==> config.mk <==
export PLATFORM = sky130hd
export DESIGN_NAME = pipeline_hazard_controller
export DESIGN_NICKNAME = d
export VERILOG_FILES = /design/src/rtl/pipe_ctrl_pkg.sv /design/src/rtl/hazard_detect.sv /design/src/rtl/pipeline_hazard_controller.sv
export SDC_FILE = /design/constraint.sdc
export NUM_CORES = 1
export LEC_CHECK = 0
export BUFFER_PORTS_ARGS = -buffer_cell sky130_fd_sc_hd__buf_4
export CAP_MARGIN = 5
export CORE_MARGIN = 3
export CORE_UTILIZATION = 55
export DETAILED_ROUTE_END_ITERATION = 8
export PLACE_DENSITY_LB_ADDON = 0.2
export SLEW_MARGIN = 20
export SYNTH_ARGS = -nofsm -noshare
export SYNTH_HDL_FRONTEND = slang
export SYNTH_SLANG_ARGS = --single-unit
==> constraint.sdc <==
create_clock -name Clk -period 6.2 [get_ports Clk]
set_clock_uncertainty 0.05 [all_clocks]
set_input_delay 0.31 -clock Clk [delete_from_list [all_inputs] [get_ports Clk]]
set_output_delay 0.31 -clock Clk [all_outputs]
set_load 0.1 [all_outputs]
==> src/rtl/pipe_ctrl_pkg.sv <==
// Shared encodings for the 5-stage pipeline hazard controller: PC source
// selects, controller state enum and the hard-wired zero register.
package pipe_ctrl_pkg;

    typedef enum logic [1:0] {
        ST_RUN     = 2'd0,
        ST_MD_WAIT = 2'd1,
        ST_HALTED  = 2'd2
    } state_e;

    localparam logic [1:0] PCSRC_SEQ    = 2'b00;
    localparam logic [1:0] PCSRC_BRANCH = 2'b01;
    localparam logic [1:0] PCSRC_JUMP   = 2'b10;

    localparam logic [4:0] REG_ZERO = 5'd0;

endpackage

==> src/rtl/hazard_detect.sv <==
// Combinational hazard detection: load-use against EX, plus branch operands
// produced by an ALU op in EX or a load still in MEM.
module hazard_detect
    import pipe_ctrl_pkg::*;
(
    input  logic [4:0] id_rs_i,
    input  logic [4:0] id_rt_i,
    input  logic       id_uses_rt_i,
    input  logic       id_is_branch_i,
    input  logic       ex_mem_read_i,
    input  logic       ex_reg_write_i,
    input  logic [4:0] ex_rd_i,
    input  logic       mem_mem_read_i,
    input  logic [4:0] mem_rd_i,
    output logic       hazard_o
);

    // Register 0 is hard-wired, so a write to it can never be a dependency.
    function automatic logic src_match(input logic [4:0] rd, input logic [4:0] rs,
                                       input logic [4:0] rt, input logic uses_rt);
        return (rd != REG_ZERO) && ((rd == rs) || (uses_rt && (rd == rt)));
    endfunction

    logic ex_match;
    logic mem_match;

    assign ex_match  = src_match(ex_rd_i,  id_rs_i, id_rt_i, id_uses_rt_i);
    assign mem_match = src_match(mem_rd_i, id_rs_i, id_rt_i, id_uses_rt_i);

    assign hazard_o = (ex_mem_read_i && ex_match)
                    | (id_is_branch_i && ((ex_reg_write_i && ex_match)
                                        | (mem_mem_read_i && mem_match)));

endmodule

==> src/rtl/pipeline_hazard_controller.sv <==
// Pipeline sequencer: stalls on hazards, steers PC redirects, freezes the front
// end for multi-cycle mul/div and external halt, and counts stall cycles.
module pipeline_hazard_controller
    import pipe_ctrl_pkg::*;
#(
    parameter int MD_LATENCY = 4,
    parameter int CNT_W      = 32
) (
    input  logic             Clk,
    input  logic             Reset,
    input  logic [4:0]       ID_Rs,
    input  logic [4:0]       ID_Rt,
    input  logic             ID_UsesRt,
    input  logic             ID_IsBranch,
    input  logic             ID_BranchTaken,
    input  logic             ID_IsJump,
    input  logic             ID_IsMulDiv,
    input  logic             EX_MemRead,
    input  logic             EX_RegWrite,
    input  logic [4:0]       EX_Rd,
    input  logic             MEM_MemRead,
    input  logic [4:0]       MEM_Rd,
    input  logic             Halt,
    output logic             PCoff,
    output logic             IFID_Write,
    output logic             IFID_Flush,
    output logic             IDEX_Write,
    output logic             IDEX_Bubble,
    output logic             EXMEM_Bubble,
    output logic [1:0]       PCSrc,
    output logic [CNT_W-1:0] StallCycles
);

    localparam int MD_W = (MD_LATENCY > 1) ? $clog2(MD_LATENCY) : 1;

    state_e            state_q, state_d;
    logic [MD_W-1:0]   md_cnt_q, md_cnt_d;
    logic              halt_pend_q, halt_pend_d;
    logic [CNT_W-1:0]  stall_cnt_q, stall_cnt_d;
    logic              stall_count_en;
    logic              hazard;

    hazard_detect u_hazard_detect (
        .id_rs_i        (ID_Rs),
        .id_rt_i        (ID_Rt),
        .id_uses_rt_i   (ID_UsesRt),
        .id_is_branch_i (ID_IsBranch),
        .ex_mem_read_i  (EX_MemRead),
        .ex_reg_write_i (EX_RegWrite),
        .ex_rd_i        (EX_Rd),
        .mem_mem_read_i (MEM_MemRead),
        .mem_rd_i       (MEM_Rd),
        .hazard_o       (hazard)
    );

    assign stall_cnt_d = (stall_count_en && (stall_cnt_q != {CNT_W{1'b1}}))
                       ? stall_cnt_q + CNT_W'(1) : stall_cnt_q;
    assign StallCycles = stall_cnt_q;

    // NOTE: sequential state uses non-blocking assignments so every register samples pre-edge values.
    always_ff @(posedge Clk or negedge Reset) begin
        if (!Reset) begin
            state_q     <= ST_RUN;
            md_cnt_q    <= '0;
            halt_pend_q <= 1'b0;
            stall_cnt_q <= '0;
        end else begin
            state_q     <= state_d;
            md_cnt_q    <= md_cnt_d;
            halt_pend_q <= halt_pend_d;
            stall_cnt_q <= stall_cnt_d;
        end
    end

    always_comb begin
        // NOTE: every output and next-state gets a default first so no path infers a latch.
        state_d        = state_q;
        md_cnt_d       = md_cnt_q;
        halt_pend_d    = halt_pend_q;
        stall_count_en = 1'b0;
        PCoff          = 1'b0;
        IFID_Write     = 1'b1;
        IFID_Flush     = 1'b0;
        IDEX_Write     = 1'b1;
        IDEX_Bubble    = 1'b0;
        EXMEM_Bubble   = 1'b0;
        PCSrc          = PCSRC_SEQ;

        case (state_q)
            ST_RUN: begin
                if (Halt) begin
                    PCoff       = 1'b1;
                    IFID_Write  = 1'b0;
                    IDEX_Bubble = 1'b1;
                    state_d     = ST_HALTED;
                end else if (hazard) begin
                    // Branch stays in ID and re-evaluates next cycle, so no flush.
                    PCoff          = 1'b1;
                    IFID_Write     = 1'b0;
                    IDEX_Bubble    = 1'b1;
                    stall_count_en = 1'b1;
                end else if (ID_IsBranch && ID_BranchTaken) begin
                    PCSrc      = PCSRC_BRANCH;
                    IFID_Flush = 1'b1;
                end else if (ID_IsJump) begin
                    PCSrc      = PCSRC_JUMP;
                    IFID_Flush = 1'b1;
                end else if (ID_IsMulDiv && (MD_LATENCY > 1)) begin
                    md_cnt_d = MD_W'(MD_LATENCY - 1);
                    state_d  = ST_MD_WAIT;
                end
            end
            ST_MD_WAIT: begin
                PCoff          = 1'b1;
                IFID_Write     = 1'b0;
                IDEX_Write     = 1'b0;
                EXMEM_Bubble   = 1'b1;
                stall_count_en = 1'b1;
                if (md_cnt_q == MD_W'(1)) begin
                    state_d     = (halt_pend_q || Halt) ? ST_HALTED : ST_RUN;
                    halt_pend_d = 1'b0;
                end else begin
                    md_cnt_d    = md_cnt_q - MD_W'(1);
                    halt_pend_d = halt_pend_q || Halt;
                end
            end
            ST_HALTED: begin
                PCoff       = 1'b1;
                IFID_Write  = 1'b0;
                IDEX_Bubble = 1'b1;
                if (!Halt) state_d = ST_RUN;
            end
            default: state_d = ST_RUN;
        endcase

        // Reset forces the safe control pattern immediately, independent of state.
        if (!Reset) begin
            PCoff          = 1'b1;
            IFID_Write     = 1'b0;
            IFID_Flush     = 1'b1;
            IDEX_Write     = 1'b1;
            IDEX_Bubble    = 1'b1;
            EXMEM_Bubble   = 1'b0;
            PCSrc          = PCSRC_SEQ;
            stall_count_en = 1'b0;
        end
    end

endmodule

; ---- Yosys cells after proc, flatten, opt, wreduce, memory -nomap -nowiden
; Cells that the tools add are included.
[op_classes]
addsub = 2
n_eq_ne = 20
muxes = 46
bitwise_logic = 2
reduce_logical = 20
[ops]
columns = op, n
row1 = 2-to-1 mux 2 bit, 20
row2 = "adder 32 x 1 -> 32 bit, second input constant", 1
row3 = "inequality test 32 bit, second input constant", 1
row4 = equality test 5 bit, 4
row5 = 2-to-1 mux 1 bit, 20
row6 = "inequality test 2 bit, second input constant", 8
row7 = "inequality test 3 bit, second input constant", 4
row8 = logical AND 1 bit, 10
row9 = nonzero test 5 bit, 2
row10 = case mux 1 bit (2 select lines), 4
row11 = AND reduction 7 bit, 1
row12 = case mux 2 bit (3 select lines), 1
row13 = AND reduction 6 bit, 1
row14 = "equality test 2 x 1 -> 1 bit, second input constant", 2
row15 = case mux 2 bit (2 select lines), 1
row16 = logical OR 1 bit, 3
row17 = "equality test 2 bit, second input constant", 1
row18 = zero test 2 bit, 1
row19 = bitwise OR 1 bit, 2
row20 = nonzero test 2 bit, 1
row21 = OR reduction 2 bit, 1
row22 = "subtractor 2 x 1 -> 2 bit, second input constant", 1
[totals]
ff_bits = 37
in_bits = 31
output_inout_bits = 40
wordCells = 94

; ---- Depth between registers and ports, before layout
; Gate-level depths: netlist of run 1.
[logic_depth]
word_depth = 13
mapped_depth = 9

; ---- By module
; Synthesis of run 1 repeated with hierarchy kept, for this count alone.
[unflattened]
hier_cells = 245
hier_area_um2 = 2339.7
[modules_own_cells]
columns = module, instances, cells_per_inst, area_per_inst_um2
row1 = pipeline_hazard_controller, 1, 210, 2059.5
row2 = hazard_detect, 1, 35, 280.3

; ---- Worst setup path before layout of run 1
; No wires, ideal clock.
[synth_timing]
path_type = input -> output
from = input port MEM_Rd[1]
to = output port IFID_Flush
arrival_time_ps = 3413
required_ps = 5840
setup_slack_ps = 2427
path_stages = 5
path_cell_list = or3_1 > o311a_1 > a22o_1 > buf_6 > o21ai_0
[synth_via]
elab_chain_cells = 12
[synth_lines]
columns = element, line
row1 = start: declaration, pipeline_hazard_controller.sv:22  ; input logic [4:0] MEM_Rd,
row2 = equality test 5 bit, hazard_detect.sv:21  ; return (rd != REG_ZERO) && ((rd == rs) || (uses_rt && (rd == rt)));
row3 = logical AND 1 bit, hazard_detect.sv:21
row4 = logical OR 1 bit, hazard_detect.sv:21
row5 = logical AND 1 bit (*), hazard_detect.sv:21
row6 = logical AND 1 bit (*), hazard_detect.sv:32  ; | (mem_mem_read_i && mem_match)));
row7 = bitwise OR 1 bit (*), hazard_detect.sv:32
row8 = logical AND 1 bit (*), hazard_detect.sv:31  ; | (id_is_branch_i && ((ex_reg_write_i && ex_match)
row9 = bitwise OR 1 bit (*), hazard_detect.sv:31
row10 = 2-to-1 mux 1 bit (*), pipeline_hazard_controller.sv:96  ; end else if (hazard) begin
row11 = 2-to-1 mux 1 bit (*), pipeline_hazard_controller.sv:91  ; if (Halt) begin
row12 = 2-to-1 mux 1 bit (*), pipeline_hazard_controller.sv:89  ; case (state_q)
row13 = 2-to-1 mux 1 bit (*), pipeline_hazard_controller.sv:137  ; if (!Reset) begin
row14 = end: declaration, pipeline_hazard_controller.sv:26  ; output logic IFID_Flush,
; Every way passes the cells marked *; elsewhere a longest branch is shown, timed or not.

; ---- Worst setup path in the final report of run 1
[layout_timing]
from = register state_q[1]
to = register stall_cnt_q[28], in the netlist StallCycles[28]
[layout_via]
elab_chain_cells = 4
[layout_lines]
columns = element, line
row1 = start: declaration, pipeline_hazard_controller.sv:36  ; state_e state_q, state_d;
row2 = start signal: assignment, pipeline_hazard_controller.sv:68  ; state_q <= state_d;
row3 = equality test 2 x 1 -> 1 bit or zero test 2 bit (tied branches), pipeline_hazard_controller.sv:89
row4 = case mux 1 bit (2 select lines) (*), pipeline_hazard_controller.sv:89
row5 = 2-to-1 mux 1 bit (*), pipeline_hazard_controller.sv:137
row6 = logical AND 1 bit (*), pipeline_hazard_controller.sv:56  ; assign stall_cnt_d = (stall_count_en && (stall_cnt_q != {CNT_W{1'b1}}))
row7 = end signal: assignment, pipeline_hazard_controller.sv:71  ; stall_cnt_q <= stall_cnt_d;
row8 = end: declaration, pipeline_hazard_controller.sv:39  ; logic [CNT_W-1:0] stall_cnt_q, stall_cnt_d;
; Marked as above.
; A chain may end at the register's enable or synchronous reset.

==> results of run 1 <==
-- timing repair --
item | in CTS | in global routing
hold buffers | 1 | 0
endpoints found under the hold margin | 37 | 0
endpoints found under the setup margin | 0 | 0
-- final cells by class --
type / count / area (sq um) / share of cell area (%)
clock buffer: 7 / 86.3 / 2.86
inverter: 6 / 22.5 / 0.747
multi-input combinational: 193 / 1370 / 45.4
sequential: 37 / 926 / 30.7
tap: 50 / 62.6 / 2.07
timing repair buffer: 72 / 551 / 18.3
-- metrics by stage --
stage | worst slack, ps | instances | util, %
after floorplan | 2430 | 243 | -
after global placement | 3270 | 356 | 71.6
after detailed placement | 3200 | 356 | 71.6
after CTS | 3310 | 364 | 73.9
after global routing | 3410 | 365 | 74.3
final | 3660 | 365 | 74.3
-- where the power goes --
part | switching (uW) | total [uW] | internal (uW)
registers | 28.1 | 296 | 268
clock network | 79.8 | 168 | 88.2
logic | 302 | 432 | 129
-- worst max-delay path: cells and delay by family, from the launching register on --
family                     cells  cell delay (ps)
xor gates and xnor gates       1              180
adders and majority gates      1              250
buffers and inverters          2              330
and+or+nand+nor                3             1090
AOI/OAI and AO/OA              1              150
DFF                            1              430
-- synth_stat cells --
cell	n	area share [%]
or3_1	1	0.26
xor2_1	30	11
buf_2	4	0.85
nor2_2	1	0.26
nand2_1	22	3.5
nand4_1	4	1.1
nor4b_1	6	2.2
ha_1	6	3.2
a221oi_1	1	0.37
and2_1	2	0.53
o211ai_1	1	0.32
a31oi_1	1	0.26
o32a_4	1	0.95
a21oi_1	7	1.5
mux2i_1	1	0.42
o21ba_2	1	0.42
nand3b_1	2	0.64
and3_2	1	0.32
nor2_1	10	1.6
inv_1	6	0.95
o311a_1	1	0.42
nor2_8	1	0.85
nand3_1	19	4.0
nor3b_1	3	0.95
o22ai_1	3	0.79
nand2b_1	3	0.79
nor4_1	12	3.2
nor3_1	11	2.3
nor2b_1	3	0.79
a2111o_1	1	0.48
o21ai_2	1	0.37
a221oi_4	1	1.1
and3_1	3	0.79
xnor2_1	20	7.4
or2_2	1	0.26
or4_1	1	0.32
a22o_1	1	0.37
buf_6	2	0.95
and4_1	2	0.74
o21ai_0	4	0.85
dfrtp_1	37	39
mux2_4	2	1.3
or2_4	1	0.37
clkbuf_1	1	0.16
or4_4	1	0.48
-- registers in the layout, indices dropped and copies added (netlist names) --
signal,count
StallCycles,32
md_cnt_q,2
halt_pend_q,1
state_q,2
-- cell families after synthesis --
logic type / synth area share, %
fa+ha+maj: 3.18
simple gates: 26.3
mux: 1.69
buf+inv: 2.91
compound gates: 8.21
xor+xnor: 18.5
flops: 39.2
-- worst max path at each step --
stage | start | end | slack, ps
floorplan | MEM_Rd[1] | IFID_Flush | 2430
global placement | MEM_Rd[1] | StallCycles[1] | 3270
detailed placement | MEM_Rd[1] | StallCycles[1] | 3200
CTS | state_q[1] | StallCycles[1] | 3310
global route | state_q[1] | StallCycles[26] | 3410
finish | state_q[1] | StallCycles[28] | 3660
-- per-layer routing --
metal	wire length (microns)	share of wire, %
met1	2350	44
met2	2570	49
met3	345	6.5
met4	31	0.59
met5	0	0
==> flow_metrics.py, run 1 <==
metrics = {
    "sta": {
        "fin_tns_setup_ps": 0,
        "worst_pin_slew_ps": 617,
        "rsz0062_at_grt": "false",
        "period_share_pct": 41.0,
        "slew_headroom_pct": 58.9,
        "setup_viol": 0,
        "finalMaxSlewViolations": 0,
        "period_minus_slack_ps": 2540,
        "finalHoldViolations": 0,
        "hold-worst-slack_ps": 313,
        "max_freq_mhz": 394,
    },
    "yosys": {
        "ys_ff_latch": 37,
        "synth_warnings": 0,
        "ys_types": 45,
        "netlist_area_sq_um": 2360,
        "synth_nets": 280,
        "seq_area_frac_synth_pct": 39.2,
        "synth_cells": 243,
        "syn_avg_cell_area_sq_um": 9.72,
    },
    "floorplanning": {
        "coreArea_sq_um": 4060,
        "rows": 23,
        "num_io_pins": 71,
        "start_util_pct": 58.2,
        "dieArea_sq_um": 5120,
        "die_width_microns": 71.5,
        "die_y_microns": 71.5,
    },
    "min_path": {
        "hold_path_end": "halt_pend_q",
        "min_delay_path_depth": 3,
        "hp-class": "in2reg",
        "min_from": "Halt",
    },
    "global_route": {
        "grt_max_degree": 46,
        "top_usage_layer": "met2",
        "grt_use_met2_pct": 36.8,
        "antenna_found_initial": 0,
        "track_usage_pct": 21.7,
        "grt_pass1_vias": 2021,
        "overflow": 0,
        "met1_usage_pct": 28.0,
        "grt_pass1_wl_microns": 9070,
        "gr-usage-met3_pct": 5.61,
    },
    "setup_path": {
        "critPathMaxFanout": 20,
        "crit_chain": "inv_1, ha_1, nor2b_1, and3_1, a221oi_4, buf_8, nor4_1, xor2_1",
        "arrival_ps": 2700,
        "r2r_slack_ps": 3660,
        "r2r_end": "StallCycles[28]",
        "cp-end-kind": "flop",
        "cp-start-kind": "flop",
        "worstSetupPathType": "reg2reg",
        "cp_slowest_cell": "nor2b_1",
        "max_stage_delay_ps": 440,
        "reg2reg_depth": 8,
        "crit-reg2reg-launch": "state_q[1]",
        "worst_ep_required_time_ps": 6360,
    },
    "routing": {
        "num_vias": 2041,
        "drtPass1Iterations": 4,
        "wl_per_cell_microns": 14.5,
        "wirelength_microns": 5300,
        "ant_nets": 0,
        "drc": 0,
        "drt_iter0_drc": 74,
        "vias_per_cell": 5.59,
    },
    "clock_network": {
        "tritoncts.num_buffers": 5,
        "cts_resized": 0,
        "cts-root-buf": "clkbuf_8",
        "clock_latency_ps": 280,
        "clkTransAtPathRegs_ps": 70,
        "cts_tree": "built",
        "cts_max_path_buffers": 2,
        "post_cts_buffers": 0,
        "cts.sinks": 37,
        "cts_max_level": 2,
    },
    "placement": {
        "gp_congestion": 0.835,
        "placed_area_sq_um": 2900,
        "port-buffer-count": 70,
        "hpwlAfterDp_microns": 3940,
    },
    "pwr": {
        "peakVddDrop_v": 0.000369,
        "powerDensity_nw_per_um2": 297,
        "total_power_uw": 896,
        "p_leak_uw": 0.00152,
    },
    "finish": {
        "areaGrowthSynthToFinish_pct": 27.6,
        "final_nets": 352,
        "drive_gt1_share_pct": 28.3,
        "final_common_cell": "buf_4",
        "n_fill_cell": 298,
        "n_antenna_cell": 0,
        "final_area_sq_um": 3020,
        "mostFrequentLayoutCells": "buf_4, dfrtp_1, xor2_1, nand2_1, xnor2_1",
    },
    "job": {
        "drv_cap": 0,
    },
    "run_status": {
        "outcome": "finished clean",
    },
}
(Power assumes the default switching activity.)
==> inputs of run 2 (changes only) <==
--- a/config.mk
+++ b/config.mk
@@ -8,7 +8,7 @@
 export BUFFER_PORTS_ARGS = -buffer_cell sky130_fd_sc_hd__buf_4
 export CAP_MARGIN = 5
 export CORE_MARGIN = 3
-export CORE_UTILIZATION = 55
+export CORE_UTILIZATION = 47
 export DETAILED_ROUTE_END_ITERATION = 8
 export PLACE_DENSITY_LB_ADDON = 0.2
 export SLEW_MARGIN = 20
==> constraint.sdc (replaced) <==
create_clock -name Clk -period 2.1 [get_ports Clk]
set_clock_uncertainty 0.05 [all_clocks]
set_input_delay 0.105 -clock Clk [delete_from_list [all_inputs] [get_ports Clk]]
set_output_delay 0.105 -clock Clk [all_outputs]
set_load 0.1 [all_outputs]
==> run 2 against run 1 <==
Net effect: utilization grew 5.1 points; the run now ends with negative setup slack left; clock-buffer cell count decreased by 2; critical path type unchanged; largest power group unchanged; critical endpoint is now StallCycles[11]; power rose to 3.6 times the previous value.
==> flow_metrics.py, run 2 (same netlist as run 1, synthesis figures left out) <==
metrics = {
    "setup_path": {
        "crit_path_end": "StallCycles[11]",
        "cp-start-kind": "flop",
        "cp_slowest_cell": "or4_4",
        "cp_num_cells": 8,
        "arrival_ps": 2220,
        "reg2reg_depth": 8,
        "r2r_slack_ps": -4,
        "cp-end-kind": "flop",
        "path_buf_inv": 1,
        "worst_ep_required_time_ps": 2210,
        "crit_chain": "ha_4, nand2_2, or4_4, or2_4, nor2_8, clkbuf_16, nor4_1, xor2_1",
        "cp-startpoint": "StallCycles[1]",
        "max_stage_delay_ps": 500,
        "worstSetupPathType": "reg2reg",
        "r2r_end": "StallCycles[11]",
        "critPathMaxFanout": 8,
        "crit-reg2reg-launch": "StallCycles[1]",
        "crit_family": "simple AND/OR/NAND/NOR gates",
    },
    "global_route": {
        "grt_max_degree": 31,
        "grt_pass1_wl_microns": 10600,
        "overflow": 0,
        "antenna_found_initial": 0,
        "track_usage_pct": 21.8,
        "grt_pass1_vias": 2363,
    },
    "finish": {
        "largest_register_ffs": 32,
        "n_antenna_cell": 0,
        "final_area_sq_um": 3800,
        "drive_gt1_share_pct": 53.3,
        "areaGrowthSynthToFinish_pct": 61.0,
        "final_nets": 389,
        "final_common_cell": "buf_4",
        "mostFrequentLayoutCells": "buf_4, xor2_1, xnor2_1, nand2_1, nand3_1",
    },
    "pwr": {
        "p_leak_uw": 0.00181,
        "p_switching_uw": 1400,
        "powerDensity_nw_per_um2": 860,
        "p_sw_share_pct": 42.8,
        "clkPwrFrac_pct": 22.7,
        "peakVddDrop_v": 0.000979,
        "power_frac_comb_pct": 50.4,
        "intPower_uw": 1870,
        "total_power_uw": 3270,
        "pwr-share-seq_pct": 27.0,
    },
    "placement": {
        "hpwlAfterDp_microns": 4560,
        "placed_area_sq_um": 3320,
        "port-buffer-count": 70,
        "place_ws_ps": -78.2,
        "gp_congestion": 0.847,
    },
    "sta": {
        "slew_headroom_pct": 59.5,
        "period_share_pct": 100,
        "worst_pin_slew_ps": 606,
        "setup_viol": 3,
        "finalMaxSlewViolations": 0,
        "max_freq_mhz": 475,
        "finalHoldViolations": 0,
        "period_minus_slack_ps": 2100,
        "setup_ws_ps": -4.18,
        "rsz0062_at_grt": "true",
    },
    "job": {
        "drv_cap": 0,
    },
    "clock_network": {
        "cts.sinks": 37,
        "clock_latency_ps": 290,
        "cts-root-buf": "clkbuf_8",
        "clkTransAtPathRegs_ps": 80,
        "cts_tree": "built",
        "cts_max_level": 2,
        "tritoncts.num_buffers": 5,
        "cts_max_path_buffers": 2,
    },
    "routing": {
        "wl_per_cell_microns": 15.7,
        "drc": 0,
        "ant_nets": 0,
        "drtPass1Iterations": 4,
        "num_vias": 2273,
        "drt_iter0_drc": 209,
        "wirelength_microns": 6600,
        "vias_per_cell": 5.41,
    },
    "floorplanning": {
        "dieArea_sq_um": 5910,
        "die_y_microns": 76.9,
        "start_util_pct": 49.4,
        "die_width_microns": 76.9,
        "num_io_pins": 71,
        "coreArea_sq_um": 4790,
        "rows": 25,
    },
    "min_path": {
        "hp-class": "in2reg",
    },
    "run_status": {
        "violations": "negative setup slack",
        "outcome": "finished with violations",
    },
}
## run 2: cell type report
type / count / area, sq um
Inverter: 6 / 26.3
Tap cell: 67 / 83.8
Fill cell: 288 / 983
Timing Repair Buffer: 109 / 896
Clock buffer: 5 / 68.8
Multi-Input combinational cell: 193 / 1690
Sequential cell: 37 / 975
Clock inverter: 3 / 65.1
## run 2: worst min path at each step
stage	from	to	slack (ps)	cells after the start
after global routing	Halt	halt_pend_q	120	3
after floorplan	Reset	StallCycles[10]	-240	0
after global placement	Reset	state_q[1]	-50	1
after detailed placement	Reset	state_q[1]	-40	1
after CTS	Halt	halt_pend_q	90	3
final	Halt	halt_pend_q	120	3
## run 2: per-stage QoR
step                utilization, %  instances  TNS (ps)  hold slack, ps
floorplan                        -        243    -10200            -241
finish                        79.5        420     -11.6             115
global placement              69.3        402         0           -45.3
global route                  79.5        420      -925             119
CTS                           74.9        415     -13.2            89.4
detailed placement            69.3        402      -255           -41.3
## run 2: power by group through the flow
stage / Combinational [uW] / Clock (uW) / Sequential [uW]
4_1_cts: 1550 / 742 / 876
3_3_place_gp: 1450 / 0 / 892
6_report: 1650 / 741 / 881
5_1_grt: 1740 / 778 / 890
3_5_place_dp: 1470 / 0 / 897
2_1_floorplan: 783 / 0 / 1180
## run 2: timing repair
action / in CTS / in global routing
endpoints found under the hold margin: 10 / 0
setup endpoints to repair: 26 / 36
hold buffers: 1 / 0
pin swaps: 6 / 9
gates cloned: 1 / 1
resized for setup: 15 / 30
buffers inserted: 3 / 4
## run 2: worst register-to-register path: cells and delay by family (launching register included)
family	cells	cell delay, ps
AND/OR/NAND/NOR	5	1040
flip-flops	1	440
buffers and inverters	1	180
adder cells (fa/ha/maj)	1	140
XOR/XNOR	1	140
## run 2: per-layer routing
layer | global-route usage [%] | up-vias | routed length, microns | part of all wire [%]
li1 | - | 1079 | - | -
met1 | 26.3 | 1092 | 2680 | 41
met2 | 38.6 | 91 | 3410 | 52
met3 | 5.05 | 11 | 418 | 6.3
met4 | 6.16 | 0 | 82 | 1.2
met5 | 0 | - | 0 | 0
==> inputs of run 3 (changes only) <==
--- a/config.mk
+++ b/config.mk
@@ -7,9 +7,11 @@
 export LEC_CHECK = 0
 export BUFFER_PORTS_ARGS = -buffer_cell sky130_fd_sc_hd__buf_4
 export CAP_MARGIN = 5
-export CORE_MARGIN = 3
+export CORE_MARGIN = 5
 export CORE_UTILIZATION = 47
+export CTS_CLUSTER_SIZE = 14
 export DETAILED_ROUTE_END_ITERATION = 8
+export GPL_ROUTABILITY_DRIVEN = 0
 export PLACE_DENSITY_LB_ADDON = 0.2
 export SLEW_MARGIN = 20
 export SYNTH_ARGS = -nofsm -noshare
==> run 3 against run 2 <==
Net effect: fmax down 3.0%; first-iteration DRC count down 57%; power down 6.7%; flip-flop and latch count unchanged; the run still ends with negative setup slack left; hold slack worse by 4.7 ps; highest routed layer unchanged.
==> flow_metrics.py, run 3 (same netlist as run 1, synthesis figures left out) <==
metrics = {
    "run_status": {
        "outcome": "finished with violations",
        "violations": "negative setup slack",
    },
    "sta": {
        "worst_pin_slew_ps": 721,
        "period_minus_slack_ps": 2170,
        "max_freq_mhz": 461,
        "fin_tns_setup_ps": -839,
        "hold-worst-slack_ps": 111,
        "setup_viol": 20,
        "finalHoldViolations": 0,
        "setup_ws_ps": -68.6,
        "rsz0062_at_grt": "true",
        "slew_headroom_pct": 51.8,
        "finalMaxSlewViolations": 0,
        "period_share_pct": 103,
    },
    "finish": {
        "mostFrequentLayoutCells": "buf_4, xor2_1, xnor2_1, nand2_1, nand3_1",
        "n_antenna_cell": 0,
        "final_nets": 394,
        "areaGrowthSynthToFinish_pct": 61.7,
        "largest_register_ffs": 32,
        "drive_gt1_share_pct": 54.7,
        "final_area_sq_um": 3820,
        "final_common_cell": "buf_4",
    },
    "global_route": {
        "overflow": 0,
        "track_usage_pct": 19.1,
        "grt_pass1_wl_microns": 9980,
        "grt_max_degree": 31,
        "grt_pass1_vias": 2274,
        "antenna_found_initial": 0,
    },
    "floorplanning": {
        "die_y_microns": 80.9,
        "coreArea_sq_um": 4790,
        "rows": 25,
        "dieArea_sq_um": 6540,
        "num_io_pins": 71,
        "die_width_microns": 80.9,
        "start_util_pct": 49.4,
    },
    "routing": {
        "ant_nets": 0,
        "num_vias": 2302,
        "drt_iter0_drc": 89,
        "wl_per_cell_microns": 15.5,
        "drtPass1Iterations": 4,
        "wirelength_microns": 6580,
        "drc": 0,
        "vias_per_cell": 5.42,
    },
    "pwr": {
        "powerDensity_nw_per_um2": 799,
        "p_leak_uw": 0.00184,
        "peakVddDrop_v": 0.000832,
    },
    "setup_path": {
        "r2r_slack_ps": -70,
        "cp-end-kind": "flop",
        "worstSetupPathType": "reg2reg",
        "arrival_ps": 2290,
        "cp-start-kind": "flop",
        "r2r_end": "StallCycles[7]",
        "critPathMaxFanout": 8,
        "reg2reg_depth": 8,
        "crit-reg2reg-launch": "StallCycles[1]",
        "worst_ep_required_time_ps": 2220,
    },
    "clock_network": {
        "cts_max_path_buffers": 2,
        "cts_max_level": 2,
        "clkTransAtPathRegs_ps": 70,
        "clock_latency_ps": 290,
        "cts.sinks": 37,
        "cts-root-buf": "clkbuf_8",
        "cts_tree": "built",
        "tritoncts.num_buffers": 5,
    },
    "min_path": {
        "min_from": "Halt",
        "min_delay_path_depth": 3,
        "hp-class": "in2reg",
        "hold_path_end": "halt_pend_q",
    },
    "job": {
        "drv_cap": 0,
    },
    "placement": {
        "hpwlAfterDp_microns": 4460,
        "placed_area_sq_um": 3330,
        "port-buffer-count": 70,
    },
}
run 3: worst max path at each step:
| stage | from | endpoint | slack (ps) | cells after the start |
|---|---|---|---|---|
| 6_report | StallCycles[1] | StallCycles[7] | -70 | 8 |
| 3_5_place_dp | MEM_Rd[1] | StallCycles[25] | -50 | 8 |
| 3_3_place_gp | MEM_Rd[1] | StallCycles[20] | -5 | 8 |
| 2_1_floorplan | state_q[1] | StallCycles[30] | -340 | 9 |
| 4_1_cts | StallCycles[3] | StallCycles[14] | 3 | 7 |
| 5_1_grt | StallCycles[1] | StallCycles[30] | -150 | 8 |
run 3: stage by stage:
stage | util, % | worst slack, ps | total power, uW | instances
after floorplan | - | -340 | 1960 | 243
after global placement | 69.6 | -5.21 | 2350 | 404
after detailed placement | 69.6 | -50.3 | 2360 | 404
after CTS | 72.7 | 3.47 | 2900 | 418
after global routing | 79.8 | -147 | 3230 | 425
final | 79.8 | -68.6 | 3050 | 425
run 3: report_power, final:
| part | leakage, uW | total, uW | switching, uW | internal (uW) |
|---|---|---|---|---|
| clock network | 0.0000395 | 473 | 237 | 236 |
| logic | 0.00134 | 1690 | 1060 | 629 |
| registers | 0.000461 | 890 | 77.0 | 813 |
run 3: timing repair:
action                     in CTS  in global routing
cloned                          0                  2
setup buffers                   5                  5
hold endpoints to repair        9                  0
setup endpoints to repair      22                 37
hold buffers                    1                  0
resized for setup               3                 44
pin swaps                       0                 18
run 3: critical path, stage by stage (launching register included):
cell	delay (ps)
dfrtp_4	460
ha_4	160
nand2_2	60
or4_4	490
or2_4	280
nor2_8	150
clkbuf_16	190
nor3b_2	50
xor2_1	160
run 3: metal layers:
layer  vias to the layer above  GRT usage, %  routed length [microns]
li1                       1102             -                        -
met1                      1106          22.4                     2660
met2                        78          33.3                     3330
met3                        16          5.76                      435
met4                         0          5.74                      155
met5                         -             0                        0
run 3: cell type report:
| class | count | area [sq um] |
|---|---|---|
| clock buffers | 8 | 80.1 |
| fillers | 302 | 966 |
| repair buffers | 114 | 935 |
| inverters | 6 | 26.3 |
| multi-input cells | 193 | 1720 |
| flip-flops and latches | 37 | 975 |
| well taps | 67 | 83.8 |
